`config.mk`:
```
export PLATFORM = sky130hd
export DESIGN_NAME = shift_seq_ctrl
export DESIGN_NICKNAME = d
export VERILOG_FILES = /design/src/rtl/shift_seq_ctrl.sv
export SDC_FILE = /design/constraint.sdc
export NUM_CORES = 1
export LEC_CHECK = 0
export ABC_AREA = 1
export CORE_MARGIN = 1.5
export CORE_UTILIZATION = 45
export CTS_CLUSTER_DIAMETER = 80
export DETAILED_ROUTE_END_ITERATION = 8
export PLACE_DENSITY_LB_ADDON = 0.12
export SLEW_MARGIN = 20
export SYNTH_ARGS = -nofsm -noshare
export SYNTH_HDL_FRONTEND = slang
export SYNTH_SLANG_ARGS = --single-unit
```
`constraint.sdc`:
```
create_clock -name sys_clk -period 1.8 [get_ports sys_clk]
set_clock_uncertainty 0.05 [all_clocks]
set_input_delay 0.18 -clock sys_clk [delete_from_list [all_inputs] [get_ports sys_clk]]
set_output_delay 0.18 -clock sys_clk [all_outputs]
set_load 0.02 [all_outputs]
```
`src/rtl/shift_seq_ctrl.sv`:
```
// -----------------------------------------------------------------------------
// shift_seq_ctrl
//
// Purpose:
//   Sequencing controller feeding a serial shift chain. A parallel word is
//   accepted through a valid/ready handshake and then shifted out one bit at
//   a time. Each bit is held on ser_out for CLK_DIV cycles, and ser_strb
//   marks the first cycle of every bit. A one-cycle done pulse follows the
//   last bit, and busy covers the whole time a word is in flight.
//
// Parameters:
//   DATA_W  : parallel word width in bits (>= 2)
//   CLK_DIV : sys_clk cycles per serial bit (>= 1)
//
// Optional feature macro:
//   SHIFT_LSB_FIRST_EN : when defined, bits leave LSB first (the register
//                        shifts right). When undefined, bits leave MSB first.
//                        Timing is the same in both builds.
//
// Ports:
//   sys_clk   in   system clock, rising edge
//   sys_rst_n in   asynchronous active-low reset
//   in_valid  in   producer presents a word on in_data
//   in_data   in   [DATA_W-1:0] word to serialise
//   in_ready  out  controller accepts a word (IDLE only)
//   ser_out   out  current serial bit
//   ser_strb  out  one-cycle pulse on the first cycle of each bit
//   busy      out  a word is in flight (SHIFT or DONE)
//   done      out  one-cycle pulse after the last bit completes
// -----------------------------------------------------------------------------
module shift_seq_ctrl #(
    parameter int DATA_W  = 8,
    parameter int CLK_DIV = 4
) (
    input  logic              sys_clk,
    input  logic              sys_rst_n,
    input  logic              in_valid,
    input  logic [DATA_W-1:0] in_data,
    output logic              in_ready,
    output logic              ser_out,
    output logic              ser_strb,
    output logic              busy,
    output logic              done
);

    localparam int DIV_W = (CLK_DIV > 1) ? $clog2(CLK_DIV) : 1;
    localparam int BIT_W = (DATA_W > 1) ? $clog2(DATA_W) : 1;

    // Terminal counts; both counters compare against these instead of
    // relying on natural wrap, so non-power-of-two settings work.
    localparam logic [DIV_W-1:0] DIV_LAST = DIV_W'(CLK_DIV - 1);
    localparam logic [BIT_W-1:0] BIT_LAST = BIT_W'(DATA_W - 1);
    localparam logic [DIV_W-1:0] DIV_ONE  = DIV_W'(1);
    localparam logic [BIT_W-1:0] BIT_ONE  = BIT_W'(1);

    typedef enum logic [1:0] {
        ST_IDLE  = 2'd0,
        ST_SHIFT = 2'd1,
        ST_DONE  = 2'd2
    } state_t;

    state_t              state_r;
    logic [DATA_W-1:0]   shreg_r;
    logic [BIT_W-1:0]    bit_cnt_r;
    logic [DIV_W-1:0]    div_cnt_r;

    logic                in_ready_r;
    logic                ser_out_r;
    logic                ser_strb_r;
    logic                busy_r;
    logic                done_r;

    state_t              state_nx_s;
    logic [DATA_W-1:0]   shreg_nx_s;
    logic [BIT_W-1:0]    bit_cnt_nx_s;
    logic [DIV_W-1:0]    div_cnt_nx_s;
    logic                head_bit_nx_s;

    // Next-state computation for the sequencer (state, shift register, counters).
    always_comb begin
        state_nx_s   = state_r;
        shreg_nx_s   = shreg_r;
        bit_cnt_nx_s = bit_cnt_r;
        div_cnt_nx_s = div_cnt_r;
        case (state_r)
            ST_IDLE: begin
                if (in_valid) begin
                    state_nx_s   = ST_SHIFT;
                    shreg_nx_s   = in_data;
                    bit_cnt_nx_s = {BIT_W{1'b0}};
                    div_cnt_nx_s = {DIV_W{1'b0}};
                end else begin
                    state_nx_s   = ST_IDLE;
                end
            end
            ST_SHIFT: begin
                if (div_cnt_r == DIV_LAST) begin
                    div_cnt_nx_s = {DIV_W{1'b0}};
                    if (bit_cnt_r == BIT_LAST) begin
                        state_nx_s = ST_DONE;
                    end else begin
                        bit_cnt_nx_s = bit_cnt_r + BIT_ONE;
`ifdef SHIFT_LSB_FIRST_EN
                        shreg_nx_s   = {1'b0, shreg_r[DATA_W-1:1]};
`else
                        shreg_nx_s   = {shreg_r[DATA_W-2:0], 1'b0};
`endif
                    end
                end else begin
                    div_cnt_nx_s = div_cnt_r + DIV_ONE;
                end
            end
            ST_DONE: begin
                state_nx_s = ST_IDLE;
            end
            default: begin
                state_nx_s = ST_IDLE;
            end
        endcase
    end

    // Bit presented on the serial line once the next state is reached.
    always_comb begin
`ifdef SHIFT_LSB_FIRST_EN
        head_bit_nx_s = shreg_nx_s[0];
`else
        head_bit_nx_s = shreg_nx_s[DATA_W-1];
`endif
    end

    // Sequencer state plus outputs registered from the next-state values, so
    // each output flop matches what the state registers hold in that cycle.
    always_ff @(posedge sys_clk or negedge sys_rst_n) begin
        if (!sys_rst_n) begin
            state_r    <= ST_IDLE;
            shreg_r    <= {DATA_W{1'b0}};
            bit_cnt_r  <= {BIT_W{1'b0}};
            div_cnt_r  <= {DIV_W{1'b0}};
            in_ready_r <= 1'b1;
            ser_out_r  <= 1'b0;
            ser_strb_r <= 1'b0;
            busy_r     <= 1'b0;
            done_r     <= 1'b0;
        end else begin
            state_r    <= state_nx_s;
            shreg_r    <= shreg_nx_s;
            bit_cnt_r  <= bit_cnt_nx_s;
            div_cnt_r  <= div_cnt_nx_s;
            in_ready_r <= (state_nx_s == ST_IDLE);
            ser_out_r  <= (state_nx_s == ST_SHIFT) ? head_bit_nx_s : 1'b0;
            ser_strb_r <= (state_nx_s == ST_SHIFT) && (div_cnt_nx_s == {DIV_W{1'b0}});
            busy_r     <= (state_nx_s != ST_IDLE);
            done_r     <= (state_nx_s == ST_DONE);
        end
    end

    assign in_ready = in_ready_r;
    assign ser_out  = ser_out_r;
    assign ser_strb = ser_strb_r;
    assign busy     = busy_r;
    assign done     = done_r;

endmodule

```
==> summary.md, run 1 <==
| Metric | Value |
|---|---|
| Worst Setup EP | in_ready |
| Vias per cell | 4.62 |
| Crit-path leading delay family | buffers and inverters |
| Clock latency on the worst-skew pair | 0.30 ns |
| Syn_nets | 105 |
| CTS clk-pin slew, worst paths | 0.11 ns |
| Avg Cell Area, Syn | 9.39 sq um |
| Area growth syn-to-layout | 24.2% |
| Core Footprint | 1760 sq um |
| CP cell instances | clkdlybuf4s50_1 |
| Ranking of synthesized cells by area | dfrtp_1 (56%), nand2_1 (12%), nand3_1 (8.8%) |
| Mux cell area share after synthesis | 1.17% |
| Pin count of the biggest net entering global routing | 21 |
| RR Endpoint | shreg_r[1] |
| Most frequent cell after synthesis | nand2_1 |
| Initial DRC count | 8 |
| Multi-input logic area | 303 sq um |
| Compound-cell area share of the yosys netlist | 4.10% |
| Lkg Pwr | 0.000545 uW |
| Hold Slack | 0.156 ns |
| H-tree depth | 1 |
| Layout net count | 125 |
| CP Depth | 1 |
| CTS Root Cell | clkbuf_4 |
| Post-synth EDFFs | 0 |
| Cell at the slowest stage of the critical path | clkdlybuf4s50_1 |
| FF/Latch Area | 502 sq um |
| Yosys reg bits | 20 |
| Vias | 624 |
| Max-cap viol count | 0 |
| Post-CTS Setup Inserts | 0 |
| Synth async-reset ratio | 100% |
| WP buf/inv | 1 |
| Crit path required time | 1.57 ns |
| Slew @ Worst Pin | 0.322 ns |
| Fillers | 166 |
| Slew Limit Headroom | 78.5% |
| Initial antenna violation count | 0 |
| Final hold vios | 0 |
| DR pass1 iterations | 4 |
| Final Cycle Share | 90.6% |
| Worst r2r src | bit_cnt_r[0] |
| Post-Synth XOR/XNOR Area | 0% |
| Post-synth top cells | nand2_1 (27), dfrtp_1 (19), nand3_1 (15), inv_1 (8), nor2_1 (5) |
| Synth warn | 0 |
| Post-synthesis cell count | 91 |
| Mapped Area | 855 sq um |
| Sink Count | 20 |
| Gr usage total | 16.6% |
| Final setup violation count | 0 |
| Die W | 46.6 um |
| Crit Path Max Fanout | 1 |
| Row Count | 15 |
| Placer Congestion | 0.756 |
| CP Class | reg2out |
| Initial Utilization | 48.4% |
| Largest family of logic cells by synthesized area | simple AND/OR/NAND/NOR gates |
| Status | completed |
| Max rail drop VDD | 0.816 mV |
| Sequential share of the synthesized area | 58.7% |
| Worst EP arrival | 1.40 ns |
| Antenna Violating Nets Remaining | 0 |
| Port bufs | 15 |
| CP max stage delay | 0.59 ns |
| Reg2Reg Depth | 7 |
| DRC | 0 |
| Post-DP HPWL | 1040 um |
| Die footprint | 2170 sq um |
| Post-CTS Resized | 0 |
| Wire length per cell | 10.5 um |
| Worst min path class | in2async |
| Clk buf depth | 2 |
| Worst Setup Start Kind | flip-flop |
| Fmax | 613 MHz |
| Num CTS Buffers | 3 |
| Die extent in y | 46.6 um |
| Pwr Density | 1290 nW/um^2 |
| CTS tree | done |
| Netlist cell types | 17 |
| Synth Flop Type | dfrtp_1 |
| CP Capture Type | output pin |
| Layout cells sized above 1 | 10.0% |
| Synth top area share | 55.6% |
| GR Overflow Total | 0 |
| Vias in the first global route | 587 |
| Setup TNS | 0 ns |
| Post-synthesis simple-gate area fraction | 25.8% |
| RSZ-0062 raised after global routing | false |
| Global-route wire length before repair | 2450 um |
| Crit path launch | in_ready |
| Final WL | 1420 um |
| Fin. max-slew vios | 0 |
| # diodes | 0 |
| Flop2flop setup slack | 0.18 ns |
| Post-synthesis adder-cell area fraction | 4.39% |
| Hold-fix buffers at CTS | 0 |
| I/O pins | 16 |
| Area leader, netlist | dfrtp_1 |
| Tmin final | 1.63 ns |
[cell usage in the layout, fill, tap and decap left out, drive strengths merged]
cell type      synthesis  layout
nor2                   7       7
mux2i                  1       1
o211ai                 1       1
inv                    9       9
clkdlybuf4s50          0      15
o21ai                  1       1
dfrtp                 19      19
a21oi                  1       1
a22o                   2       2
nand3                 15      15
ha                     3       3
nand2                 29      29
dfstp                  1       1
clkbuf                 0       4
buf                    2       2
[per-stage QoR]
stage          utilization (%)  std cells  instance area [sq um]  power (uW)  setup WS, ns
3_5_place_dp              58.7        131                   1030        1170         0.219
2_1_floorplan                -         91                    855        1040         0.347
5_1_grt                   60.1        135                   1060        1490        0.0389
3_3_place_gp              58.7        131                   1030        1160         0.276
6_report                  60.1        135                   1060        1370         0.169
4_1_cts                   60.1        135                   1060        1390         0.154
[state kept, by name, indices dropped and copies added, names as in the netlist]
name       cells
state_r        2
done           1
bit_cnt_r      3
ser_strb       1
in_ready       1
div_cnt_r      2
ser_out        1
shreg_r        8
busy           1
[final cells by class]
cell class | instances | area share [%]
sequential | 20 | 47.3
multi-input combinational | 60 | 28.5
timing repair buffer | 17 | 15.6
inverter | 9 | 3.18
tap | 25 | 2.95
clock buffer | 4 | 2.48
[per-layer routing]
layer | up-vias | track usage, % | part of all wire [%]
met2 | 12 | 24.7 | 42
met1 | 276 | 21.1 | 50
met5 | - | 0 | 0
met4 | 0 | 6.86 | 1.3
li1 | 332 | - | -
met3 | 4 | 6.67 | 5.9
[cell families (layout without fill, tap and decap cells)]
logic type               after synthesis  count (layout)
flip-flops                            20              20
buffers and inverters                 11              30
multiplexers                           1               1
adder cells (fa/ha/maj)                3               3
AND/OR/NAND/NOR                       51              51
AO/OA/AOI/OAI                          5               5
[how the worst min path moves through the flow]
stage,start,to,slack (ns),depth (start not counted)
floorplan,sys_rst_n,bit_cnt_r[0],-0.17,0
global placement,div_cnt_r[1],div_cnt_r[1],0.41,2
detailed placement,shreg_r[0],shreg_r[0],0.42,2
CTS,sys_rst_n,div_cnt_r[0],0.16,2
global route,sys_rst_n,div_cnt_r[0],0.19,2
finish,sys_rst_n,div_cnt_r[0],0.16,2
[where the power goes]
part / switching [uW] / internal [uW]
clock network: 126 / 86.4
registers: 68.4 / 584
logic: 290 / 214
total: 485 / 884
Note: power is estimated with default switching activity, not from simulation.
==> run 2, diff against run 1 <==
--- a/config.mk
+++ b/config.mk
@@ -7,7 +7,7 @@
 export LEC_CHECK = 0
 export ABC_AREA = 1
 export CORE_MARGIN = 1.5
-export CORE_UTILIZATION = 45
+export CORE_UTILIZATION = 44
 export CTS_CLUSTER_DIAMETER = 80
 export DETAILED_ROUTE_END_ITERATION = 8
 export PLACE_DENSITY_LB_ADDON = 0.12
==> constraint.sdc (replaced) <==
create_clock -name sys_clk -period 1.45 [get_ports sys_clk]
set_clock_uncertainty 0.05 [all_clocks]
set_input_delay 0.145 -clock sys_clk [delete_from_list [all_inputs] [get_ports sys_clk]]
set_output_delay 0.145 -clock sys_clk [all_outputs]
set_load 0.02 [all_outputs]
==> run 2 against run 1 <==
Cell count grew 4.4%. Register-to-register slack lost 0.13 ns. Sequential share of layout area shrank 5.1 points.
==> summary.md, run 2 (synthesized netlist as in run 1, its figures left out) <==
| Metric | Value |
|---|---|
| Vias in the first global route | 588 (+0.17%) |
| Layout cells sized above 1 | 22.4% (+12 points) |
| Share of power burned in registers | 39.8% (-7.8 points) |
| Largest regs | shreg_r x8, bit_cnt_r x3 |
| Num CTS Buffers | 3 (unchanged) |
| DR pass1 iterations | 4 (unchanged) |
| Final setup violation count | 0 (unchanged) |
| Final WL | 1530 um (+7.8%) |
| Commonest cells after routing, fill and taps aside | nand2_1 (24), dfrtp_1 (19), nand3_1 (14) |
| Sw Ratio | 32.9% (-2.5 points) |
| Crit path required time | 1.64 ns (+0.07 ns) |
| Clk pwr share | 21.4% (+5.9 points) |
| Max-cap viol count | 0 (unchanged) |
| Final setup margin | 0.0501 ns (-0.119 ns) |
| Wire length per cell | 10.8 um (+3.3%) |
| CP Capture Type | flip-flop |
| Clk buf depth | 2 (unchanged) |
| Pwr Density | 1760 nW/um^2 (+37%) |
| Hold-fix buffers at CTS | 0 (unchanged) |
| Port bufs | 15 (unchanged) |
| Fillers | 143 (-14%) |
| Fin area | 1190 sq um (+12%) |
| Multi-input logic area | 347 sq um (+14%) |
| Area growth syn-to-layout | 39.1% |
| # diodes | 0 (unchanged) |
| Tmin final | 1.40 ns |
| Dpl cell area | 1070 sq um (+3.9%) |
| Post-DP HPWL | 1120 um (+7.5%) |
| Logic gate share of total power | 38.8% (+2.0 points) |
| Setup WS pre-CTS | -0.00586 ns (-0.225 ns) |
| Worst EP arrival | 1.59 ns (+0.19 ns) |
| H-tree depth | 1 (unchanged) |
| Commonest non-fill, non-tap cell in the layout | nand2_1 |
| Sw Pwr | 690 uW (+42%) |
| Initial DRC count | 13 (+5) |
| Lkg Pwr | 0.000643 uW (+18%) |
| RSZ-0062 raised after global routing | true |
| Placer Congestion | 0.712 (-5.8%) |
| Hold Slack | 0.121 ns (-0.0349 ns) |
| Row Count | 15 (unchanged) |
| Die W | 47.1 um (+1.1%) |
| Final Util | 66.7% (+6.5 points) |
| Max rail drop VDD | 1.01 mV (+23%) |
| Fin. max-slew vios | 0 (unchanged) |
| Final hold vios | 0 (unchanged) |
| Pin count of the biggest net entering global routing | 21 (unchanged) |
| Internal | 1410 uW (+59%) |
| Slew Limit Headroom | 83.7% (+5.2 points) |
| Final Cycle Share | 96.5% |
| Gr usage total | 16.3% (-0.24 points) |
| Core Footprint | 1780 sq um (+1.1%) |
| Initial Utilization | 47.9% (-0.51 points) |
| GR Overflow Total | 0 (unchanged) |
| Crit Path Max Fanout | 2 (+1) |
| DRC | 0 (unchanged) |
| Die footprint | 2220 sq um (+2.1%) |
| Status | completed |
| Sink Count | 20 (unchanged) |
| Max FFs per register | 8 (unchanged) |
| I/O pins | 16 (unchanged) |
| Slew @ Worst Pin | 0.245 ns (-0.0772 ns) |
| CTS Root Cell | clkbuf_4 |
| Initial antenna violation count | 0 (unchanged) |
| Biggest register | shreg_r |
| CP Class | reg2reg |
| Clock latency on the worst-skew pair | 0.30 ns (about the same) |
| Die extent in y | 47.1 um (+1.1%) |
| Fmax | 714 MHz |
| Layout net count | 131 (+4.8%) |
| Global-route wire length before repair | 2470 um (+0.86%) |
| CTS tree | done |
| Antenna Violating Nets Remaining | 0 (unchanged) |
| Worst Setup Start Kind | flip-flop |
| Worst min path class | in2async |
| CTS clk-pin slew, worst paths | 0.11 ns (about the same) |
| Vias | 655 (+5.0%) |
| Vias per cell | 4.65 (+0.50%) |
| FF/Latch Area | 502 sq um (unchanged) |
run 2: cell count changes in the layout (fill, tap and decap cells not counted), moves of 2 or more:
cell / delta
nand2_2: +2
ha_1: -2
nand2_1: -3
dlymetal6s2s_1: +4
buf_4: +5
clkdlybuf4s50_1: -5
run 2: timing repair:
action                                  in CTS  in global routing
buffers inserted                             0                  1
pin swaps                                    0                  1
resized for setup                            2                 14
endpoints found under the setup margin       5                 17
run 2: worst max-delay path: stages, from the launching register on:
cell and delay (ns):
dfrtp_1 0.40, ha_2 0.19, ha_4 0.16, buf_4 0.14, nor2_4 0.08, nand3_1 0.08, nand2_1 0.08, inv_1 0.06
a21oi_2 0.10
run 2: path summary, 6_finish.rpt:
kind	start	to	slack, ns	cells after the start
setup / recovery	bit_cnt_r[1]	ser_out	0.05	8
min in group sys_clk	in_data[0]	shreg_r[0]	0.36	3
max in group asynchronous	sys_rst_n	in_ready	0.97	2
hold reg to reg	shreg_r[5]	shreg_r[5]	0.44	2
setup reg to reg	bit_cnt_r[1]	ser_out	0.05	8
hold / removal	sys_rst_n	state_r[1]	0.12	2
run 2: area by class of cell:
class                           instances  area share [%]
Timing Repair Buffer                   23            18.7
Clock buffer                            3            1.89
Inverter                                9            2.84
Sequential cell                        20            42.2
Tap cell                               25            2.63
Multi-Input combinational cell         60            29.2
Clock inverter                          1            2.53
run 2: per-layer routing:
| layer | share of wire, % | GRT usage (%) |
|---|---|---|
| met5 | 0 | 0 |
| met4 | 2.4 | 10.0 |
| met3 | 3.9 | 3.46 |
| met2 | 45 | 22.2 |
| met1 | 48 | 23.7 |
run 2: power groups by stage:
stage / logic [uW] / clock network [uW] / registers (uW)
finish: 814 / 450 / 834
global placement: 695 / 0 / 815
floorplan: 460 / 0 / 834
global route: 939 / 476 / 853
CTS: 727 / 463 / 808
detailed placement: 711 / 0 / 820
run 2: metrics by stage:
stage | setup TNS, ns | power (uW) | std cells
floorplan | 0 | 1290 | 91
global placement | 0 | 1510 | 136
detailed placement | -0.00654 | 1530 | 136
CTS | 0 | 2000 | 140
global route | -0.0618 | 2270 | 141
finish | 0 | 2100 | 141
==> RTL edit 1: new RTL, settings of run 2 <==
Build with the macro `SHIFT_LSB_FIRST_EN` defined.
--- a/src/rtl/shift_seq_ctrl.sv
+++ b/src/rtl/shift_seq_ctrl.sv
@@ -28,6 +28,8 @@
 //   busy      out  a word is in flight (SHIFT or DONE)
 //   done      out  one-cycle pulse after the last bit completes
 // -----------------------------------------------------------------------------
+`define SHIFT_LSB_FIRST_EN
+
 module shift_seq_ctrl #(
     parameter int DATA_W  = 8,
     parameter int CLK_DIV = 4
Formal check against the unedited RTL: not equivalent (a bounded check fails within 4 cycles, from zero or initial values and one cycle with sys_rst_n low).
==> RTL edit 1 against run 2 <==
Combinational power grew 8.5%; core utilization shrank 1.1 points; setup slack lost 0.0064 ns; power shrank 6.5%; largest power group is now combinational cells; critical endpoint is now bit_cnt_r[2]; sequential cell count is the same; final area shrank 1.7%; sequential power shrank 2%; synthesized cell count is the same; via count grew 5.8%; area after synthesis grew 1.3%; sequential share of layout area grew 0.72 points; wire length grew 8.1%.
==> RTL edit 1: results (changes against run 2) <==
Yosys
  – Mux contribution to synthesized area: 0.0116 (was 0.0117)
  – Mean Syn Cell Area: 9.51 um2 (was 9.39 um2)
  – Post-synthesis compound-gate area fraction: 0.0405 (was 0.0410)
  – Top post-synthesis cells by count: 26 x nand2_1, 19 x dfrtp_1, 15 x nand3_1 (was 27 x nand2_1, 19 x dfrtp_1, 15 x nand3_1)
  – Sequential area share after synthesis: 0.579 (was 0.587)
  – Post-Synth Adder-Cell Area: 0.0434 (was 0.0439)
  – Count of cell types in the netlist: 18 (was 17)

Placement
  – DP Wirelength: 1070 um (was 1120 um)
  – Final Wtd Congestion: 0.710 (was 0.712)

Timing
  – Tightest Pin Transition: 0.322 ns (was 0.245 ns)

Outcome
  – Outcome: completed (unchanged)

Power
  – Worst vdd ir: 0.901 mV (was 1.01 mV)
  – Pleak: 0.000640 uW (was 0.000643 uW)

Route
  – Met2 WL post-DR: 788 um (was 688 um)
  – Iter 0 DRT Violations: 10 (was 13)
  – Via density: 4.88 (was 4.65)
  – Post-Route WL: 1650 um (was 1530 um)
  – Met3 wire len: 73 um (was 60 um)
  – Met1 wire length: 775 um (was 740 um)
  – Via Count: 693 (was 655)

Critical path
  – CP max FO: 6 (was 2)

Layout
  – Layout cells sized above 1: 0.205 (was 0.224)
  – Fin nets: 132 (was 131)
  – Fill cell count: 153 (was 143)

Global route
  – Total GRT Usage: 0.163 (about the same)
  – Vias in the first global route: 593 (was 588)
  – First-pass GRT wire length: 2420 um (was 2470 um)
==> RTL edit 1: cell counts after synthesis <==
Identical to run 2, type by type.
==> RTL edit 1: cells by family after synthesis <==
kind of cell	count (synthesis)
AO/OA/AOI/OAI	5
adder cells (fa/ha/maj)	3
buffers and inverters	11
flip-flops	20
multiplexers	1
AND/OR/NAND/NOR	51
==> RTL edit 1: repair_timing <==
item / in CTS / in global routing
cloned: 0 / 1
endpoints found under the setup margin: 11 / 17
hold endpoints to repair: 0 / 0
pin swaps: 1 / 3
resized for setup: 3 / 9
buffers inserted: 3 / 2
==> RTL edit 1: critical path: stages (launching register included) <==
cell and delay (ns):
dfrtp_1 0.40, ha_2 0.20, ha_4 0.16, inv_2 0.06, nand2_4 0.06, nand2_4 0.08, nand2_4 0.08, a22o_1 0.20
==> RTL edit 1: area by class of cell <==
| class | count | area share |
|---|---|---|
| clock buffer | 4 | 0.0225 |
| inverter | 9 | 0.0289 |
| multi-input combinational | 61 | 0.305 |
| sequential | 20 | 0.429 |
| tap | 25 | 0.0268 |
| timing repair buffer | 23 | 0.187 |
==> RTL edit 1: stage by stage <==
| step | hold slack [ns] | instance area, um2 | setup TNS, ns |
|---|---|---|---|
| 2_1_floorplan | -0.201 | 875 | 0 |
| 3_3_place_gp | 0.411 | 1060 | 0 |
| 4_1_cts | 0.131 | 1110 | 0 |
| 5_1_grt | 0.148 | 1170 | 0 |
| 6_report | 0.129 | 1170 | 0 |
| 3_5_place_dp | 0.416 | 1060 | -0.102 |
==> RTL edit 1: final timing paths <==
kind,cells after the start,from,slack (ns),to
max,7,bit_cnt_r[1],0.04,bit_cnt_r[2]
max in group asynchronous,2,sys_rst_n,0.96,in_ready
min in group sys_clk,3,in_data[7],0.35,shreg_r[7]
max reg2reg,7,bit_cnt_r[1],0.04,bit_cnt_r[2]
min,2,sys_rst_n,0.13,shreg_r[7]
min reg2reg,2,shreg_r[7],0.44,shreg_r[7]
==> RTL edit 1: where the power goes <==
group,internal (uW),switching [uW],total (uW)
Combinational,416,467,883
Clock,107,156,263
Sequential,724,90.3,814
Total,1250,714,1960
==> RTL edit 1: layer usage <==
layer | track usage | up-vias
li1 | - | 350
met1 | 0.197 | 322
met2 | 0.254 | 19
met3 | 0.0692 | 2
met4 | 0.0667 | 0
met5 | 0 | -
==> RTL edit 2: new RTL, flow settings as in run 2 <==
Without the edit above. Re-encode `state_t` (3 states) as one-hot, 3 bits wide.
--- a/src/rtl/shift_seq_ctrl.sv
+++ b/src/rtl/shift_seq_ctrl.sv
@@ -53,10 +53,10 @@
     localparam logic [DIV_W-1:0] DIV_ONE  = DIV_W'(1);
     localparam logic [BIT_W-1:0] BIT_ONE  = BIT_W'(1);
 
-    typedef enum logic [1:0] {
-        ST_IDLE  = 2'd0,
-        ST_SHIFT = 2'd1,
-        ST_DONE  = 2'd2
+    typedef enum logic [2:0] {
+        ST_IDLE  = 3'b001,
+        ST_SHIFT = 3'b010,
+        ST_DONE  = 3'b100
     } state_t;
 
     state_t              state_r;
Check against the original RTL: no difference found for any inputs over 10 cycles, from zero or initial values and one cycle with sys_rst_n low; not proved beyond that.
==> RTL edit 2 against run 2 <==
Worst hold slack got worse by 0.016 ns; via count increased by 4.6%; power decreased by 1.4%; wire length increased by 7.2%; combinational power increased by 4.3%; setup slack got worse by 0.0099 ns; die area increased by 6.7%; sequential cell count increased by 1; final area increased by 1.7%; sequential power increased by 12%; synthesized cell count increased by 5.5%; area after synthesis increased by 7.2%; largest power group unchanged.
==> RTL edit 2: results (changes against run 2) <==
Placement
  – Post-Place Cell Area: 1100 um2 (was 1070 um2)
  – Final Wtd Congestion: 0.773 (was 0.712)
  – DP Wirelength: 1090 um (was 1120 um)

Global route
  – First-pass GRT wire length: 2740 um (was 2470 um)
  – Largest net degree at the start of global routing: 22 (was 21)
  – Vias in the first global route: 655 (was 588)
  – Total GRT Usage: 0.153 (was 0.163)

Yosys
  – Yosys warns: 0 (unchanged)
  – Top cell type's share of synthesized area: 0.519 (was 0.556)
  – Area contributors post-synth: dfrtp_1 52%, nand2_1 15%, dfstp_2 5.7% (was dfrtp_1 56%, nand2_1 12%, nand3_1 8.8%)
  – Top post-synthesis cells by count: 37 x nand2_1, 19 x dfrtp_1, 9 x nand3_1 (was 27 x nand2_1, 19 x dfrtp_1, 15 x nand3_1)
  – Ys async rst share: 1.00 (unchanged)
  – Syn Nets: 110 (was 105)
  – Sequential area share after synthesis: 0.577 (was 0.587)
  – Count of cell types in the netlist: 21 (was 17)
  – Synth Register Bits: 21 (was 20)

Route
  – DR WL/cell: 11.3 um (was 10.8 um)
  – Via Count: 685 (was 655)

Layout
  – Fin nets: 133 (was 131)
  – Fill cell count: 175 (was 143)
  – Area of the multi-input gates: 389 um2 (was 347 um2)
  – Largest regs: shreg_r: 8 flops, bit_cnt_r: 3 flops, state_r: 3 flops (was shreg_r: 8 flops, bit_cnt_r: 3 flops)
  – Layout cells sized above 1: 0.237 (was 0.224)

Critical path
  – Reg2Reg Depth: 7 (was 8)
  – CP arrival: 1.55 ns (was 1.59 ns)
  – CP max FO: 11 (was 2)
  – CP Capture Point: shreg_r[4] (was ser_out)

Clocking
  – CTS root buf: clkbuf_4 (unchanged)
  – Number of CTS-inserted buffers: 3 (unchanged)

Power
  – Pleak: 0.000629 uW (was 0.000643 uW)
  – Worst vdd ir: 0.909 mV (was 1.01 mV)
  – Sw Share: 0.376 (was 0.329)

Timing
  – Tightest Pin Transition: 0.261 ns (was 0.245 ns)

Outcome
  – Outcome: completed (unchanged)
## RTL edit 2: through the flow
| step | setup WS (ns) | instances |
|---|---|---|
| final | 0.0401 | 145 |
| after global routing | -0.0264 | 145 |
| after detailed placement | -0.0654 | 139 |
| after floorplan | 0.0456 | 96 |
| after CTS | -0.0182 | 143 |
| after global placement | -0.0150 | 139 |
## RTL edit 2: timing repair
item / CTS / global route
buffers inserted: 0 / 2
pin swaps: 0 / 3
setup endpoints to repair: 12 / 15
gates resized for setup: 5 / 12
gates cloned: 0 / 0
## RTL edit 2: worst min path at each step
stage	depth (start not counted)	startpoint	endpoint	slack (ns)
after floorplan	0	sys_rst_n	bit_cnt_r[0]	-0.20
after detailed placement	2	shreg_r[0]	shreg_r[0]	0.42
after CTS	2	sys_rst_n	done	0.12
after global placement	2	shreg_r[0]	shreg_r[0]	0.41
final	2	sys_rst_n	done	0.11
after global routing	2	sys_rst_n	done	0.11
## RTL edit 2: power by group through the flow
| stage | registers [uW] | clock network [uW] | logic, uW |
|---|---|---|---|
| 5_1_grt | 963 | 323 | 943 |
| 3_3_place_gp | 946 | 0 | 734 |
| 6_report | 937 | 283 | 849 |
| 3_5_place_dp | 948 | 0 | 750 |
| 2_1_floorplan | 991 | 0 | 475 |
| 4_1_cts | 936 | 289 | 735 |
## RTL edit 2: metal layers
| layer | vias up | share of wire | routed length [um] | global-route usage |
|---|---|---|---|---|
| li1 | 346 | - | - | - |
| met1 | 316 | 0.44 | 722 | 0.200 |
| met2 | 19 | 0.50 | 822 | 0.237 |
| met3 | 4 | 0.035 | 58 | 0.0309 |
| met4 | 0 | 0.021 | 34 | 0.0857 |
| met5 | - | 0 | 0 | 0 |
## RTL edit 2: logic make-up (layout without fill, tap and decap cells)
group	Yosys count	in the layout	share of synthesized area
flip-flops	21	21	0.577
AO/OA/AOI/OAI	5	5	0.0355
AND/OR/NAND/NOR	58	58	0.302
adder cells (fa/ha/maj)	3	3	0.0410
buffers and inverters	9	31	0.0451
## RTL edit 2: layout make-up
class / instances / share of cell area
Clock buffer: 3 / 0.0186
Inverter: 8 / 0.0269
Clock inverter: 1 / 0.00414
Sequential cell: 21 / 0.437
Multi-Input combinational cell: 66 / 0.322
Timing Repair Buffer: 19 / 0.164
Tap cell: 27 / 0.0280
## RTL edit 2: worst reg2reg max path, stage by stage (launching register included)
cell and delay [ns]:
dfrtp_1 0.41, ha_2 0.20, ha_4 0.16, nor2_4 0.13, o21ai_4 0.08, buf_12 0.14, nand2_1 0.05, nand3_1 0.07
